### config.mk
export PLATFORM = sky130hd
export DESIGN_NAME = fcl_read_sequencer
export DESIGN_NICKNAME = d
export VERILOG_FILES = /design/src/rtl/fcl_read_sequencer.sv
export SDC_FILE = /design/constraint.sdc
export NUM_CORES = 1
export LEC_CHECK = 0
export CAP_MARGIN = 10
export CORE_MARGIN = 2
export CORE_UTILIZATION = 55
export DETAILED_ROUTE_END_ITERATION = 8
export DONT_BUFFER_PORTS = 1
export MAX_ROUTING_LAYER = met4
export PLACE_DENSITY = 0.72
export SLEW_MARGIN = 5
export SYNTH_ARGS = -nofsm -noshare
export SYNTH_HDL_FRONTEND = slang
export SYNTH_SLANG_ARGS = --single-unit
### constraint.sdc
create_clock -name iCLK -period 1.9 [get_ports iCLK]
set_clock_uncertainty 0.2 [all_clocks]
set_input_delay 0.38 -clock iCLK [delete_from_list [all_inputs] [get_ports iCLK]]
set_output_delay 0.38 -clock iCLK [all_outputs]
set_load 0.02 [all_outputs]
### src/rtl/fcl_read_sequencer.sv
// Read-address sequencer for the fully-connected layers: walks OUTER_N neurons x INNER_N words
// and emits either reused input addresses or linear weight addresses, one beat per accept.
module fcl_read_sequencer #(
  parameter int OUTER_N   = 112,
  parameter int INNER_N   = 6,
  parameter int OUTER_W   = 7,
  parameter int INNER_W   = 3,
  parameter int ADDR_W    = 10,
  parameter int BASE_ADDR = 0,
  parameter int ADDR_MODE = 0
) (
  input  logic               iCLK,
  input  logic               iRST,
  input  logic               iSTART,
  input  logic               iSTALL,
  output logic [ADDR_W-1:0]  oRd_ADDR,
  output logic               oRd_VALID,
  output logic               oINNER_LAST,
  output logic [OUTER_W-1:0] oNEURON_IDX,
  output logic               oBUSY,
  output logic               oRd_DONE
);

  typedef enum logic [1:0] {
    S_IDLE = 2'd0,
    S_RUN  = 2'd1,
    S_DONE = 2'd2
  } state_t;

  localparam logic [INNER_W-1:0] INNER_END = INNER_W'(INNER_N - 1);
  localparam logic [OUTER_W-1:0] OUTER_END = OUTER_W'(OUTER_N - 1);
  localparam logic [ADDR_W-1:0]  BASE_V    = ADDR_W'(BASE_ADDR);

  state_t              state;
  logic [INNER_W-1:0]  inner;
  logic [OUTER_W-1:0]  outer;
  logic [ADDR_W-1:0]   linear;
  logic                inner_end;
  logic                outer_end;
  logic [ADDR_W-1:0]   addr_off;

  assign inner_end = (inner == INNER_END);
  assign outer_end = (outer == OUTER_END);

  // Handshake: a beat is presented while oRd_VALID=1 and is consumed on the rising edge
  // where iSTALL=0; with iSTALL=1 the beat (address, flags, neuron index) is held unchanged.
  always_ff @(posedge iCLK) begin
    if (iRST) begin
      state  <= S_IDLE;
      inner  <= '0;
      outer  <= '0;
      linear <= '0;
    end else begin
      case (state)
        S_IDLE: begin
          inner  <= '0;
          outer  <= '0;
          linear <= '0;
          if (iSTART) state <= S_RUN;
        end
        S_RUN: begin
          if (!iSTALL) begin
            linear <= linear + 1'b1;
            if (inner_end) begin
              inner <= '0;
              if (outer_end) begin
                outer  <= '0;
                linear <= '0;
                state  <= S_DONE;
              end else begin
                outer <= outer + 1'b1;
              end
            end else begin
              inner <= inner + 1'b1;
            end
          end
        end
        S_DONE: state <= S_IDLE;
        default: state <= S_IDLE;
      endcase
    end
  end

  // Linear mode uses a running counter so no outer*INNER_N multiply is needed.
  assign addr_off    = (ADDR_MODE != 0) ? linear : ADDR_W'(inner);
  assign oRd_VALID   = (state == S_RUN);
  assign oBUSY       = (state == S_RUN);
  assign oRd_DONE    = (state == S_DONE);
  assign oRd_ADDR    = oRd_VALID ? (BASE_V + addr_off) : BASE_V;
  assign oINNER_LAST = oRd_VALID & inner_end;
  assign oNEURON_IDX = oRd_VALID ? outer : '0;

endmodule

-- Word level (Yosys, flattened, before mapping)
Index checks and enable logic that the tools add are counted.
- add/sub/neg operators: 2
- multipliers: 0
- divide/modulo/power cells: 0
- $lt $le $gt $ge: 0
- equal/unequal tests: 8
- shift-type cells: 0
- mux-type cells: 14
- bitwise operators: 1
- reduce and logical (&&, ||, !) cells: 5
- operators by type and width (kind ; count):
    7-bit two-way mux ; 4
    7-bit case mux with 2 select lines ; 1
    3-bit two-way mux ; 3
    2-bit two-way mux ; 4
    7-bit by 1-bit adder with 7-bit output (second input constant) ; 1
    7-bit == test (second input constant) ; 1
    3-bit case mux with 2 select lines ; 1
    2-bit by 1-bit != test with 1-bit output (second input constant) ; 2
    2-bit != test (second input constant) ; 2
    2-bit case mux with 2 select lines ; 1
    4-bit AND reduction ; 1
    3-bit by 1-bit adder with 3-bit output (second input constant) ; 1
    3-bit == test (second input constant) ; 1
    3-bit AND reduction ; 1
    2-bit by 1-bit == test with 1-bit output (second input constant) ; 1
    2-bit == test (second input constant) ; 1
    2-bit logical NOT ; 1
    2-bit AND reduction ; 1
    2-bit nonzero test ; 1
    1-bit bitwise AND ; 1
- flip-flop bits (word level): 12
- latch bits: 0
- RAM bits: 0
- bits in read-only memories: 0
- input port bits: 4
- logic and storage cells: 33
- memories kept: 0

-- Logic depth before layout (Yosys ltp)
- word-level depth: 5
- depth in mapped cells: 6
- mapped depth without buffers: 5

-- Worst setup path after synthesis
No wires, ideal clock.
- path type: reg2out
- start: reg state[1]
- end: out oNEURON_IDX[0]
- arrival time: 1323 ps
- data required time: 1320 ps
- slack: -3 ps
- cell stages (with the launch flop): 6
- cells stage by stage: dfxtp_1 -> buf_2 -> nand2b_4 -> clkinv_2 -> clkbuf_1 -> and2_1
- cells in the longest elaborated chain, start to end: 2
- ends and longest elaborated chain (element ; line ; RTL):
    start: declaration ; 34 ; state_t state;
    start signal: assignment ; 49 ; state <= S_IDLE;
    start signal: assignment ; 59 ; if (iSTART) state <= S_RUN;
    start signal: assignment ; 69 ; state <= S_DONE;
    2-bit by 1-bit == test with 1-bit output ; n/a ;
    via oBUSY ; 20 ; output logic oBUSY,
    7-bit two-way mux ; 91 ; assign oNEURON_IDX = oRd_VALID ? outer : '0;
    end: declaration ; 19 ; output logic [OUTER_W-1:0] oNEURON_IDX,
The timed path passes the listed nets, and every way through them passes these cells.

-- Worst setup path in the final report
- start: reg state[1]
- end: out oINNER_LAST
- cells in the longest elaborated chain, start to end: 2
- ends and longest elaborated chain (element ; line ; RTL):
    2-bit by 1-bit == test with 1-bit output ; 86 ; assign oRd_VALID = (state == S_RUN);
    1-bit bitwise AND ; 90 ; assign oINNER_LAST = oRd_VALID & inner_end;
    end: declaration ; 18 ; output logic oINNER_LAST,
Every way passes these cells.

==> results_dict.tcl <==
set metrics [dict create \
    status "completed" \
    final_core_util_pct 68.1 \
    clock.fmax_mhz 542 \
    clk-insertion-delay-late_ns 0.26 \
    grt_setup_unrepaired "no" \
    critPathLaunchType "flip-flop" \
    synth-seq-cells 12 \
    grt.total_usage_pct 21.4 \
    hpwl_microns 1100 \
    report.final.hold_viol_count 0 \
    global_route.overflow_total 0 \
    synth_cell_types 37 \
    max-cap-violations 0 \
    clkPwrFrac_pct 31.2 \
    postSynthAreaPerCell_sq_um 8.28 \
    gp_congestion 0.825 \
    die_h_microns 41.8 \
    top_level_ports 25 \
    report.final.slew_viol_count 0 \
    grt_antenna_before_repair 0 \
    vias_per_cell 5.98 \
    largest_net_degree_at_the_start_of_global_routing 20 \
    worst_ir_drop_vdd_mv 0.395 \
    rr_endpoint "outer[3]" \
    fin_nets 112 \
    syn-instance-count 95 \
    fin_total_pwr_uw 484 \
    synth_area_leader_cell "dfxtp_1" \
    clk_transition_reported_paths_ns 0.07 \
    floorplan.rows 13 \
    totalWireLength_microns 1740 \
    critical_path.endpoint "oINNER_LAST" \
    proportion_of_power_drawn_by_combinational_gates_pct 15.6 \
    p_int_uw 355 \
    clock_sinks 12 \
    die_area_sq_um 1750 \
    synth_ff_type "dfxtp_1" \
    wl_per_cell_microns 14.5 \
    ant_nets 0 \
    leakage_nw 0.358 \
    io_buffer_count 0 \
    timing.hold.worst.class "in -> reg" \
    synth.top_cells.by_count "dfxtp_1 (12), and2_1 (10), nor2_1 (10)" \
    initial_utilization_pct 59.7 \
    worst_setup_path_end_kind "output port" \
    power_per_cell_area_nw_per_um2 540 \
    cp-startpoint "state[1]" \
    vias 717 \
    yosysMostFrequentCell "dfxtp_1" \
    htreeDepth 1 \
    ys_top_cells_by_area "dfxtp_1 (31%), and2_1 (7.9%), buf_4 (7.6%)" \
    syn_area_sq_um 787 \
    r2r_start "outer[1]" \
    cts_buffer_depth 2 \
    power.switching_fraction_pct 26.6 \
    tritoncts "built" \
    synth_sequential_area_ratio_pct 30.5 \
    total_switching_power_uw 129 \
    cp.arrival_ns 1.26 \
    grt_first_pass_wirelength_microns 2820 \
    detail_route.iter0.violations 27 \
    detail_route.first_pass.iterations 4 \
    reg2reg_slack_ns 0.12 \
    final_min_period_over_clock_period_pct 97.1 \
    setup-tns-final_ns 0 \
    setup_viol 0 \
    yosys_warnings 0 \
    path_class "reg -> out" \
    crit_path_max_fanout 7 \
    synth_edf_count 0 \
    core_region_area_sq_um 1320 \
    drt_drc_violations_left 0 \
    postSynth.asyncResetShare_pct 0 \
    post-synth-top-area-fraction_pct 30.5 \
    syn_to_final_growth_pct 14.0 \
    diodes 0 \
    power_frac_seq_pct 53.2 \
    timing.reg2reg.worst_path_depth 5 \
    cts_buffers 3 \
    layout-drive-gt1-share_pct 24.8 \
    finalWorstPathRequiredPeriod_ns 1.84 \
    first_global_vias 633 \
    clock-root-buffer "clkbuf_4" \
    chipWidth_microns 41.8 \
    timing.critical_path.required_ns 1.32 \
]
-- placed cells by master, fill, tap and decap left out, types with 3 or more instances in the layout --
cell      synthesis  routed
nor2_1           10      10
clkbuf_4          0       3
buf_4             8      12
a21oi_1           8       8
nor2b_1           3       3
conb_1            1       7
and2_1           10      10
nand3_1           4       4
dfxtp_1          12      10
nand2_1           5       5
-- kinds of logic (layout without fill, tap and decap cells) --
kind of cell / Yosys count / after routing / synth area share [%]
mux: 2 / 2 / 2.86
buf+inv: 13 / 17 / 10.5
xor+xnor: 1 / 1 / 1.11
compound gates: 19 / 19 / 15.7
flops: 12 / 12 / 30.5
simple gates: 46 / 46 / 37.2
fa+ha+maj: 1 / 1 / 1.59
other cells: 1 / 7 / 0.476
-- worst min path at each step --
stage,start,cells past startpoint,slack (ns),endpoint
final,iSTART,2,0.09,state[0]
after detailed placement,iRST,1,0.25,outer[6]
after global routing,iSTART,2,0.11,state[0]
after CTS,iSTART,2,0.08,state[0]
after floorplan,outer[1],2,0.25,outer[1]
after global placement,iRST,1,0.25,outer[3]
-- sequential cells by signal (all words and copies together) (netlist names) --
name   flops
inner      3
outer      7
state      2
-- area by class of cell --
class / instances / area, sq um
flip-flops and latches: 12 / 243
fillers: 112 / 420
well taps: 15 / 18.8
multi-input cells: 76 / 497
repair buffers: 13 / 100
inverters: 1 / 16.3
clock buffers: 3 / 22.5
-- power groups by stage --
stage	clock network, mW	registers [mW]	logic, mW
floorplan	0	0.262	0.0590
global placement	0	0.263	0.0545
detailed placement	0	0.263	0.0550
CTS	0.160	0.257	0.0634
global route	0.169	0.258	0.0817
finish	0.151	0.258	0.0755
-- layer usage --
layer	share of wire, %	track usage [%]
met1	46	26.6
met2	47	34.1
met3	6.0	4.35
met4	0.58	7.74
met5	0	-
-- repair_timing --
action / CTS / global route
setup buffers: 0 / 5
hold endpoints to repair: 12 / 0
endpoints found under the setup margin: 2 / 2
resized for setup: 3 / 4
hold buffers: 1 / 0
-- worst max-delay path, stage by stage (launching register included) --
cell      delay, ns
dfxtp_2        0.33
nand2b_4       0.16
clkinv_8       0.07
and2_1         0.17
and3b_2        0.26
-- metrics by stage --
| stage | instances | setup WS [ns] | area [sq um] | hold WS (ns) |
|---|---|---|---|---|
| after floorplan | 101 | 0.111 | 811 | 0.253 |
| after global placement | 111 | 0.124 | 803 | 0.252 |
| after detailed placement | 111 | 0.102 | 803 | 0.253 |
| after CTS | 115 | 0.00790 | 848 | 0.0796 |
| after global routing | 120 | 0.0151 | 897 | 0.113 |
| final | 120 | 0.0555 | 897 | 0.0862 |
No activity file was read; power rests on OpenSTA's default activity.
